File: src/rtl/core_mem_s.sv
// Memory stage of the Selen core: issues L1D loads/stores, aligns and extends load data, registers MEM/WB.
// Optional misaligned-access trap is enabled by defining CORE_MEM_MISALIGN_CHK_EN.
module core_mem_s (
    input  logic        clk,
    input  logic        rst_n,
    input  logic        mem_enb,
    input  logic        mem_val_inst_in,
    input  logic        mem_we_reg_file_in,
    input  logic [2:0]  mem_wb_sx_op_in,
    input  logic        mem_mux_alu_mem_in,
    input  logic        mem_l1d_val_in,
    input  logic        mem_l1d_cop_in,
    input  logic [2:0]  mem_l1d_size_in,
    input  logic [31:0] mem_addr_in,
    input  logic [31:0] mem_wrt_data_in,
    input  logic [31:0] mem_alu_result_in,
    input  logic [4:0]  mem_rd_in,
    output logic        l1d_req_val,
    input  logic        l1d_req_rdy,
    output logic        l1d_req_cop,
    output logic [31:0] l1d_req_addr,
    output logic [3:0]  l1d_req_be,
    output logic [31:0] l1d_req_wdata,
    input  logic        l1d_resp_val,
    input  logic [31:0] l1d_resp_rdata,
    output logic        mem_stall_out,
    output logic        mem_misalign_out,
    output logic [31:0] mem2exe_result_out,
    output logic [4:0]  mem2haz_rd_out,
    output logic        mem2haz_we_out,
    output logic [31:0] mem_wb_data_out_reg,
    output logic [4:0]  mem_rd_out_reg,
    output logic        mem_we_reg_file_out_reg,
    output logic        mem_val_inst_out_reg
);

    typedef enum logic {IDLE, WAIT_RESP} state_t;

    state_t      state_q, state_d;
    logic        misaligned;
    logic        req_val;
    logic        stall;
    logic [31:0] wb_data_d;
    logic [31:0] wb_data_q;
    logic [4:0]  rd_q;
    logic        we_q;
    logic        val_q;

    function automatic logic [3:0] byte_en(input logic [2:0] size, input logic [1:0] a);
        if (size[0])      return 4'b0001 << a;
        else if (size[1]) return 4'b0011 << {a[1], 1'b0};
        else              return 4'b1111;
    endfunction

    function automatic logic [31:0] store_lanes(input logic [2:0] size, input logic [31:0] d);
        if (size[0])      return {4{d[7:0]}};
        else if (size[1]) return {2{d[15:0]}};
        else              return d;
    endfunction

    function automatic logic [31:0] load_ext(input logic [2:0] sx, input logic [1:0] a,
                                             input logic [31:0] rdata);
        logic [7:0]  b;
        logic [15:0] h;
        b = 8'(rdata >> {a, 3'b000});
        h = 16'(rdata >> {a[1], 4'b0000});
        case (sx)
            3'b001:  return {{24{b[7]}}, b};
            3'b010:  return {24'h0, b};
            3'b011:  return {{16{h[15]}}, h};
            3'b100:  return {16'h0, h};
            default: return rdata;
        endcase
    endfunction

`ifdef CORE_MEM_MISALIGN_CHK_EN
    assign misaligned = mem_l1d_val_in & mem_val_inst_in &
                        ((mem_l1d_size_in[1] & mem_addr_in[0]) |
                         (mem_l1d_size_in[2] & (|mem_addr_in[1:0])));
`else
    assign misaligned = 1'b0;
`endif

    always_ff @(posedge clk or negedge rst_n) begin
        if (!rst_n) state_q <= IDLE;
        else        state_q <= state_d;
    end

    // A store finishes on acceptance; a load waits for the response pulse.
    always_comb begin
        state_d = state_q;
        req_val = 1'b0;
        stall   = 1'b0;
        case (state_q)
            IDLE: begin
                req_val = mem_l1d_val_in & mem_val_inst_in & ~misaligned;
                stall   = req_val & ~(mem_l1d_cop_in & l1d_req_rdy);
                if (req_val & l1d_req_rdy & ~mem_l1d_cop_in) state_d = WAIT_RESP;
            end
            WAIT_RESP: begin
                stall = ~l1d_resp_val;
                if (l1d_resp_val) state_d = IDLE;
            end
            default: state_d = IDLE;
        endcase
    end

    assign l1d_req_val   = req_val;
    assign l1d_req_cop   = mem_l1d_cop_in;
    assign l1d_req_addr  = {mem_addr_in[31:2], 2'b00};
    assign l1d_req_be    = byte_en(mem_l1d_size_in, mem_addr_in[1:0]);
    assign l1d_req_wdata = store_lanes(mem_l1d_size_in, mem_wrt_data_in);

    assign mem_stall_out      = stall;
    assign mem_misalign_out   = misaligned;
    assign mem2exe_result_out = mem_alu_result_in;
    assign mem2haz_rd_out     = mem_rd_in;
    assign mem2haz_we_out     = mem_we_reg_file_in;

    assign wb_data_d = mem_mux_alu_mem_in
                     ? load_ext(mem_wb_sx_op_in, mem_addr_in[1:0], l1d_resp_rdata)
                     : mem_alu_result_in;

    // MEM/WB register boundary
    always_ff @(posedge clk or negedge rst_n) begin
        if (!rst_n) begin
            wb_data_q <= 32'h0;
            rd_q      <= 5'h0;
            we_q      <= 1'b0;
            val_q     <= 1'b0;
        end else if (mem_enb & ~stall) begin
            wb_data_q <= wb_data_d;
            rd_q      <= mem_rd_in;
            we_q      <= mem_we_reg_file_in & ~misaligned;
            val_q     <= mem_val_inst_in & ~misaligned;
        end
    end

    assign mem_wb_data_out_reg     = wb_data_q;
    assign mem_rd_out_reg          = rd_q;
    assign mem_we_reg_file_out_reg = we_q;
    assign mem_val_inst_out_reg    = val_q;

endmodule

File: config.mk
export PLATFORM = sky130hd
export DESIGN_NAME = core_mem_s
export DESIGN_NICKNAME = d
export VERILOG_FILES = /design/src/rtl/core_mem_s.sv
export SDC_FILE = /design/constraint.sdc
export NUM_CORES = 1
export LEC_CHECK = 0
export ABC_AREA = 1
export CORE_ASPECT_RATIO = 1.1
export CORE_MARGIN = 8
export CORE_UTILIZATION = 35
export DETAILED_ROUTE_END_ITERATION = 7
export GPL_ROUTABILITY_DRIVEN = 1
export PLACE_DENSITY = 0.82
export SLEW_MARGIN = 25
export SYNTH_ARGS = -nofsm -noshare
export SYNTH_HDL_FRONTEND = slang
export SYNTH_SLANG_ARGS = --single-unit
export TNS_END_PERCENT = 50
File: constraint.sdc
create_clock -name clk -period 1.95 [get_ports clk]
set_clock_uncertainty 0.15 [all_clocks]
set_input_delay 0.2925 -clock clk [delete_from_list [all_inputs] [get_ports clk]]
set_output_delay 0.2925 -clock clk [all_outputs]
set_load 0.05 [all_outputs]
==> metrics.yaml, run 1 <==
floorplan:
  die_w_um: 118
  rows: 41
  dieHeight_um: 128
  core_um2: 11300
  start_util: 0.354
  pin_count: 298
  fp.dieArea_um2: 15100
placed_design:
  place_inst: 985
  place_area_um2: 6710
  preCtsSetupSlack_ns: -0.243
  dpl.hpwl_um: 13600
  place_congestion: 0.929
  io_buffers: 233
critical_path:
  crit_chain: "clkdlybuf4s50_1"
  setup.worst_path.start_class: "register"
  worstSetupPathType: "reg2out"
  reg2reg_slack_ns: 0.49
  r2r-start: "state_q$_DFF_PN0_"
  r2r_cells: 5
  required_ns: 1.51
  cp.arrival_ns: 1.45
  cp_max_fo: 2
  end_kind: "output port"
  critPathSlowestCell: "clkdlybuf4s50_1"
  crit_family: "buffers and inverters"
  r2r_end: "mem_wb_data_out_reg[9]$_DFFE_PN0P_"
  critPathBufInv: 1
  max_stage_delay_ns: 0.81
finish:
  fillers: 998
  final_area_um2: 6860
  largest_reg_flops: 32
  syn2layout_area_growth_pct: 71.1
  finalNetCount: 992
  multi_input_area_um2: 2060
  seq_area_um2: 1000
  drive_gt1_frac: 0.231
  stdcell_count: 994
route:
  wl_um: 16300
  ant_nets: 0
  dr.pass1.iters: 5
  wire_per_inst_um: 16.4
  drc: 0
  drtIter0Drc: 371
  vias: 4674
  vias_per_cell: 4.70
timing:
  worstMarginPinSlew_ns: 0.509
  period_share: 0.971
  fmax_mhz: 528
  rsz0062_at_grt: "false"
  setup_ws_ns: 0.0559
  slew_headroom: 0.659
  final-hold-violation-count: 0
  drv_slew: 0
  fin_crit_ns: 1.89
  setup_viol: 0
clock_tree:
  cts_root_buf: "clkbuf_16"
  insertion_delay_ns: 0.28
  h-tree-depth: 2
  clockBufferDepth: 2
  clk_pin_slew_worst_paths_ns: 0.06
  cts_tree: "yes"
  cts-buffers-inserted: 5
  clock-sinks: 40
global_route:
  met1_usage: 0.232
  grt_overflow: 0
  antenna_found_initial: 2
  gr-usage-met3: 0.0559
  grt.busiest_layer: "met2"
  grt_pass1_vias: 4682
  track_usage: 0.212
  grt_use_met2: 0.384
  grt_max_degree: 44
  grt_pass1_wl_um: 25700
logic_synthesis:
  synth-compound-area-share: 0.0820
  ys_ff_latch: 40
  yosysTopAreaCell: "dfrtp_1"
  yosys.area_share.adder: 0
  synthArstFlopShare: 1.00
  synth_cell_types: 27
  yosysTopAreaCellShare: 0.250
  yosysSeqAreaShare: 0.250
  syn_inst: 670
  synth-xor-area-share: 0
  synthTopCellsByCount: "235 x nand2_1, 83 x buf_4, 82 x nor2_1"
  yosys-top-cells-area: "dfrtp_1 25%, nand2_1 22%, buf_4 16%, nor2_1 7.7%, nand3_1 5.4%"
  synth_mux_area_frac: 0.0225
  synth.avg_cell_area_um2: 5.99
  yosysMostFrequentCell: "nand2_1"
  synth_top_family_by_area: "simple AND/OR/NAND/NOR gates"
  syn_area_um2: 4010
  synth_ff_type: "dfrtp_1"
  synth-edff-count: 0
  yosys_warnings: 0
  synth-simple-area-share: 0.406
job:
  cap_violations: 0
hold_path:
  hold_path.class: "in2reg"
  worst_hold_path.num_cells: 4
  worstHoldStart: "mem_mux_alu_mem_in"
  min_to: "mem_wb_data_out_reg[19]$_DFFE_PN0P_"
run_status:
  status: "finished clean"
power_and_ir_drop:
  ir_drop_uv: 521
  power.leakage_nw: 3.52
  powerDensity_nw_per_um2: 630
## layer usage
| layer | vias up | part of all wire |
|---|---|---|
| li1 | 2346 | - |
| met1 | 2093 | 0.38 |
| met2 | 195 | 0.52 |
| met3 | 38 | 0.073 |
| met4 | 2 | 0.030 |
| met5 | - | 0.00080 |
## area by class of cell
class,instances,area share
repair buffers,279,0.479
inverters,48,0.0263
clock inverters,2,0.00182
flip-flops and latches,40,0.146
well taps,150,0.0274
multi-input cells,469,0.301
clock buffers,5,0.0182
diodes,1,0.000365
## report_power, final
part,switching (W),internal (W),total (W)
Combinational,0.00150,0.000991,0.00249
Clock,0.000331,0.000464,0.000795
Sequential,0.0000774,0.000960,0.00104
## metrics by stage
stage	TNS, ns	power (W)	hold WS (ns)	utilization
finish	0	0.00432	0.272	0.605
global placement	-5.31	0.00351	0.109	0.592
detailed placement	-7.09	0.00354	0.113	0.592
CTS	0	0.00435	0.270	0.605
floorplan	-2.19	0.00262	-0.153	-
global route	0	0.00453	0.308	0.605
## repair_timing
item / 4_1_cts / 5_1_grt
setup buffers: 0 / 0
gates resized for setup: 6 / 4
endpoints found under the hold margin: 17 / 0
gates cloned: 0 / 0
setup endpoints to repair: 27 / 18
hold buffers: 1 / 0
## placed cells by master (no fill, tap or decap), types with 3 or more instances in the layout
| cell type | Yosys | final |
|---|---|---|
| clkbuf_16 | 0 | 5 |
| nand3_1 | 43 | 43 |
| or2_2 | 13 | 13 |
| dfrtp_1 | 40 | 40 |
| nand2_1 | 235 | 235 |
| buf_12 | 0 | 71 |
| nor2_1 | 82 | 82 |
| mux2_2 | 8 | 8 |
| o21ai_0 | 37 | 30 |
| buf_4 | 83 | 79 |
| conb_1 | 1 | 3 |
| clkdlybuf4s50_1 | 0 | 122 |
| a21oi_1 | 14 | 14 |
| inv_1 | 46 | 45 |
| nand4_1 | 7 | 7 |
| inv_2 | 2 | 3 |
| o21ai_1 | 13 | 20 |
## worst max path at each step
| stage | startpoint | endpoint | slack [ns] | depth (start not counted) |
|---|---|---|---|---|
| 6_report | mem_wb_data_out_reg[24]$_DFFE_PN0P_ | mem_wb_data_out_reg[24] | 0.06 | 1 |
| 5_1_grt | mem_wb_data_out_reg[22]$_DFFE_PN0P_ | mem_wb_data_out_reg[22] | 0.02 | 1 |
| 4_1_cts | mem_l1d_size_in[0] | l1d_req_wdata[16] | 0.01 | 5 |
| 3_5_place_dp | mem_l1d_size_in[0] | l1d_req_wdata[16] | -0.24 | 5 |
| 3_3_place_gp | mem_l1d_size_in[0] | l1d_req_wdata[31] | -0.20 | 7 |
| 2_1_floorplan | mem_addr_in[1] | l1d_req_be[2] | -0.32 | 5 |
## cells by family after synthesis
family,after synthesis
AND/OR/NAND/NOR,393
multiplexers,8
AO/OA/AOI/OAI,65
other,1
flip-flops,40
buffers and inverters,163
Note: power is estimated with default switching activity, not from simulation.
==> run 2, diff against run 1 <==
--- a/config.mk
+++ b/config.mk
@@ -12,6 +12,7 @@
 export DETAILED_ROUTE_END_ITERATION = 7
 export GPL_ROUTABILITY_DRIVEN = 1
 export PLACE_DENSITY = 0.82
+export SETUP_SLACK_MARGIN = 0.1
 export SLEW_MARGIN = 25
 export SYNTH_ARGS = -nofsm -noshare
 export SYNTH_HDL_FRONTEND = slang
==> metrics.yaml, run 2 (same netlist as run 1, synthesis figures left out) <==
critical_path:
  critPathBufInv: 1
  crit_family: "buffers and inverters"
  setup.worst_path.start_class: "register"
  worstSetupPathType: "reg2out"
  end_kind: "output port"
  required_ns: 1.51
  crit_chain: "clkdlybuf4s50_1"
  cp_max_fo: 2
  cp.arrival_ns: 1.43
  max_stage_delay_ns: 0.80
  critPathSlowestCell: "clkdlybuf4s50_1"
route:
  wire_per_inst_um: 16.0
  dr.pass1.iters: 5
  vias: 4668
  ant_nets: 0
  vias_per_cell: 4.72
  wl_um: 15800
  drtIter0Drc: 360
  drc: 0
hold_path:
  hold_path.class: "reg2reg"
global_route:
  grt_overflow: 0
  grt_pass1_wl_um: 24900
  track_usage: 0.204
  grt_max_degree: 41
  met1_usage: 0.245
  grt.busiest_layer: "met2"
  grt_pass1_vias: 4539
  grt_use_met2: 0.357
  gr-usage-met3: 0.0507
  antenna_found_initial: 0
timing:
  setup_viol: 0
  slew_headroom: 0.652
  drv_slew: 0
  rsz0062_at_grt: "true"
  hold-worst-slack_ns: 0.331
  period_share: 0.962
  fin_crit_ns: 1.88
  final-hold-violation-count: 0
  fmax_mhz: 533
  worstMarginPinSlew_ns: 0.521
  fin_setup_tns_ns: 0
finish:
  multi_input_area_um2: 2090
  fillers: 971
  syn2layout_area_growth_pct: 73.2
  largest_reg_flops: 32
  final_common_cell: "nand2_1"
  antennaDiodeCount: 0
  mostFrequentLayoutCells: "234 x nand2_1, 114 x clkdlybuf4s50_1, 82 x nor2_1"
  finalNetCount: 988
  seq_area_um2: 1000
  drive_gt1_frac: 0.237
floorplan:
  start_util: 0.354
  die_w_um: 118
  fp.dieArea_um2: 15100
  pin_count: 298
  rows: 41
  dieHeight_um: 128
  core_um2: 11300
power_and_ir_drop:
  ir_drop_uv: 351
  clockPowerShare: 0.183
  internal_power_w: 0.00243
  power.leakage_nw: 3.61
  p_sw_frac: 0.439
  switchingPower_w: 0.00191
  p_comb_frac: 0.579
  powerDensity_nw_per_um2: 624
  seqPwrFrac: 0.238
clock_tree:
  clk_pin_slew_worst_paths_ns: 0.06
  clockBufferDepth: 2
  cts_setup_buffers: 0
  h-tree-depth: 2
  insertion_delay_ns: 0.28
  cts_tree: "yes"
  clock-sinks: 40
  cts_root_buf: "clkbuf_16"
  cts-buffers-inserted: 5
placed_design:
  io_buffers: 233
  place_congestion: 0.873
  dpl.hpwl_um: 13000
job:
  cap_violations: 0
run_status:
  status: "finished clean"
[run 2: metrics by stage]
| stage | power, W | worst slack [ns] | area [um^2] | cells | util |
|---|---|---|---|---|---|
| after CTS | 0.00437 | 0.0480 | 6930 | 989 | 0.611 |
| after detailed placement | 0.00355 | -0.164 | 6750 | 981 | 0.595 |
| after global placement | 0.00353 | -0.125 | 6750 | 981 | 0.595 |
| final | 0.00434 | 0.0741 | 6950 | 989 | 0.613 |
| after floorplan | 0.00263 | -0.223 | 4040 | 672 | - |
| after global routing | 0.00455 | 0.0493 | 6950 | 989 | 0.613 |
[run 2: final timing paths]
| path | startpoint | endpoint | slack (ns) | cells after the start |
|---|---|---|---|---|
| worst max-delay path | mem_wb_data_out_reg[23]$_DFFE_PN0P_ | mem_wb_data_out_reg[23] | 0.07 | 1 |
| worst max register to register | state_q$_DFF_PN0_ | mem_wb_data_out_reg[18]$_DFFE_PN0P_ | 0.51 | 7 |
| min in group asynchronous | rst_n | mem_wb_data_out_reg[1]$_DFFE_PN0P_ | 0.35 | 2 |
| worst min-delay path | mem_wb_data_out_reg[24]$_DFFE_PN0P_ | mem_wb_data_out_reg[24]$_DFFE_PN0P_ | 0.33 | 2 |
| worst min register to register | mem_wb_data_out_reg[24]$_DFFE_PN0P_ | mem_wb_data_out_reg[24]$_DFFE_PN0P_ | 0.33 | 2 |
| max in group asynchronous | rst_n | mem_wb_data_out_reg[14]$_DFFE_PN0P_ | 0.81 | 3 |
[run 2: area by class of cell]
| cell class | instances | area share |
|---|---|---|
| timing repair buffer | 275 | 0.482 |
| multi-input combinational | 469 | 0.301 |
| sequential | 40 | 0.144 |
| tap | 150 | 0.0270 |
| inverter | 48 | 0.0263 |
| clock buffer | 6 | 0.0185 |
| clock inverter | 1 | 0.000720 |
[run 2: power by group through the flow]
stage / registers [W] / logic, W / clock network, W
after floorplan: 0.00150 / 0.00113 / 0
after global placement: 0.00104 / 0.00248 / 0
after detailed placement: 0.00104 / 0.00251 / 0
after CTS: 0.00103 / 0.00253 / 0.000807
final: 0.00103 / 0.00251 / 0.000794
after global routing: 0.00105 / 0.00266 / 0.000842
[run 2: routing by layer]
metal	vias up	wire, um	share of wire
li1	2337	-	-
met1	2116	6270	0.40
met2	184	8120	0.51
met3	31	1150	0.073
met4	0	277	0.018
met5	-	0	0
[run 2: worst reg2reg max path, cell delays in order (launching register included)]
cell and delay [ns]:
dfrtp_1 0.40, nor2_2 0.13, nand2_1 0.09, nand3_2 0.13
buf_12 0.21, nor2_1 0.06, o21ai_0 0.09, nand2_1 0.07
[run 2: timing repair]
action / 4_1_cts / 5_1_grt
pin swaps: 2 / 0
hold buffers: 1 / 0
endpoints found under the setup margin: 31 / 34
gates resized for setup: 20 / 8
gates cloned: 0 / 0
hold endpoints to repair: 18 / 0
==> run 3, diff against run 2 <==
--- a/config.mk
+++ b/config.mk
@@ -8,10 +8,12 @@
 export ABC_AREA = 1
 export CORE_ASPECT_RATIO = 1.1
 export CORE_MARGIN = 8
-export CORE_UTILIZATION = 35
+export CORE_UTILIZATION = 40
 export DETAILED_ROUTE_END_ITERATION = 7
+export DONT_BUFFER_PORTS = 1
 export GPL_ROUTABILITY_DRIVEN = 1
-export PLACE_DENSITY = 0.82
+export PLACE_DENSITY = 0.54
+export REMOVE_ABC_BUFFERS = 1
 export SETUP_SLACK_MARGIN = 0.1
 export SLEW_MARGIN = 25
 export SYNTH_ARGS = -nofsm -noshare
==> metrics.yaml, run 3 (same netlist as run 1, synthesis figures left out) <==
run_status:
  status: "finished clean"
finish:
  multi_input_area_um2: 2060
  stdcell_count: 722
  largest_reg_flops: 32
  finalNetCount: 749
  syn2layout_area_growth_pct: -3.31
  mostFrequentLayoutCells: "235 x nand2_1, 82 x nor2_1, 46 x inv_1"
  seq_area_um2: 1000
  fillers: 1056
  final_common_cell: "nand2_1"
  drive_gt1_frac: 0.111
floorplan:
  rows: 38
  start_util: 0.410
  pin_count: 298
  core_um2: 9790
  die_w_um: 111
  fp.dieArea_um2: 13500
  dieHeight_um: 121
power_and_ir_drop:
  switchingPower_w: 0.00146
  p_comb_frac: 0.276
  p_sw_frac: 0.468
  power.leakage_nw: 2.15
  internal_power_w: 0.00166
  ir_drop_uv: 261
  clockPowerShare: 0.239
  powerDensity_nw_per_um2: 803
  seqPwrFrac: 0.486
timing:
  hold-worst-slack_ns: 0.0522
  final-hold-violation-count: 0
  setup_viol: 0
  rsz0062_at_grt: "false"
  slew_headroom: 0.659
  drv_slew: 0
  fin_setup_tns_ns: 0
  worstMarginPinSlew_ns: 0.511
  fmax_mhz: 605
  fin_crit_ns: 1.65
  period_share: 0.847
placed_design:
  io_buffers: 0
  dpl.hpwl_um: 10700
  place_inst: 702
  place_congestion: 0.776
critical_path:
  worstSetupPathType: "reg2reg"
  cp.arrival_ns: 1.74
  r2r_end: "state_q$_DFF_PN0_"
  cp-startpoint: "state_q$_DFF_PN0_"
  required_ns: 2.04
  max_stage_delay_ns: 0.56
  cp-endpoint: "state_q$_DFF_PN0_"
  crit_family: "buffers and inverters"
  r2r_cells: 5
  path_depth: 5
  setup.worst_path.start_class: "register"
  cp_max_fo: 2
  reg2reg_slack_ns: 0.30
  end_kind: "register"
  critPathBufInv: 2
  critPathSlowestCell: "dlygate4sd3_1"
  r2r-start: "state_q$_DFF_PN0_"
  crit_chain: "nor2_2, buf_4, nand3b_1, dlygate4sd3_1, nand2_1"
clock_tree:
  cts_hold_buffers: 11
  cts_tree: "yes"
  cts_setup_buffers: 0
  clockBufferDepth: 2
  h-tree-depth: 2
  cts_resized: 0
  cts_root_buf: "clkbuf_8"
  insertion_delay_ns: 0.29
  cts-buffers-inserted: 5
  clock-sinks: 40
  clk_pin_slew_worst_paths_ns: 0.08
global_route:
  track_usage: 0.200
  grt_pass1_vias: 3805
  grt_pass1_wl_um: 21600
  grt_overflow: 0
  grt_max_degree: 79
  antenna_found_initial: 1
route:
  dr.pass1.iters: 5
  drtIter0Drc: 340
  ant_nets: 0
  vias_per_cell: 5.25
  wl_um: 14100
  wire_per_inst_um: 19.6
  vias: 3789
  drc: 0
job:
  cap_violations: 0
hold_path:
  hold_path.class: "in2reg"
## run 3: changes by cell type in the layout (fill, tap and decap cells not counted), moves of 4 or more
cell / before / now
dlymetal6s2s_1: 6 / 0
buf_4: 65 / 21
dlygate4sd3_1: 1 / 10
dlygate4sd2_1: 4 / 0
clkdlybuf4s50_1: 114 / 0
buf_12: 75 / 4
o21ai_2: 8 / 1
clkbuf_16: 5 / 0
buf_6: 8 / 0
clkbuf_8: 0 / 6
o21ai_1: 20 / 27
## run 3: stage by stage
stage	power, W	util	worst slack (ns)	instance area [um^2]
floorplan	0.00213	-	-0.249	3240
global placement	0.00234	0.370	0.343	3630
detailed placement	0.00236	0.370	0.309	3630
CTS	0.00317	0.396	0.309	3880
global route	0.00330	0.396	0.234	3880
finish	0.00311	0.396	0.298	3880
## run 3: power by group through the flow
stage / Clock (W) / Sequential (W) / Combinational [W]
2_1_floorplan: 0 / 0.00150 / 0.000634
3_3_place_gp: 0 / 0.00153 / 0.000810
3_5_place_dp: 0 / 0.00153 / 0.000827
4_1_cts: 0.000786 / 0.00152 / 0.000869
5_1_grt: 0.000803 / 0.00153 / 0.000963
6_report: 0.000743 / 0.00151 / 0.000859
## run 3: layout make-up
type	instances	area share
antenna	1	0.000645
sequential	40	0.258
tap	120	0.0387
inverter	48	0.0465
multi-input combinational	469	0.531
timing repair buffer	36	0.0942
clock buffer	6	0.0213
clock inverter	2	0.0100
## run 3: how the worst min path moves through the flow
stage / depth (start not counted) / startpoint / end / slack [ns]
after global routing: 3 / mem_mux_alu_mem_in / mem_wb_data_out_reg[7]$_DFFE_PN0P_ / 0.05
after detailed placement: 0 / rst_n / mem_wb_data_out_reg[19]$_DFFE_PN0P_ / -0.15
after global placement: 0 / rst_n / mem_wb_data_out_reg[31]$_DFFE_PN0P_ / -0.15
after CTS: 3 / mem_mux_alu_mem_in / mem_wb_data_out_reg[3]$_DFFE_PN0P_ / 0.02
after floorplan: 0 / rst_n / mem_rd_out_reg[0]$_DFFE_PN0P_ / -0.15
final: 2 / mem_alu_result_in[9] / mem_wb_data_out_reg[9]$_DFFE_PN0P_ / 0.05
## run 3: layer usage
metal,up-vias,global-route usage,share of wire,wire length [um]
li1,1845,-,-,-
met1,1686,0.223,0.39,5550
met2,237,0.320,0.46,6500
met3,19,0.101,0.13,1780
met4,2,0.0709,0.016,219
met5,-,0.0370,0.0041,58
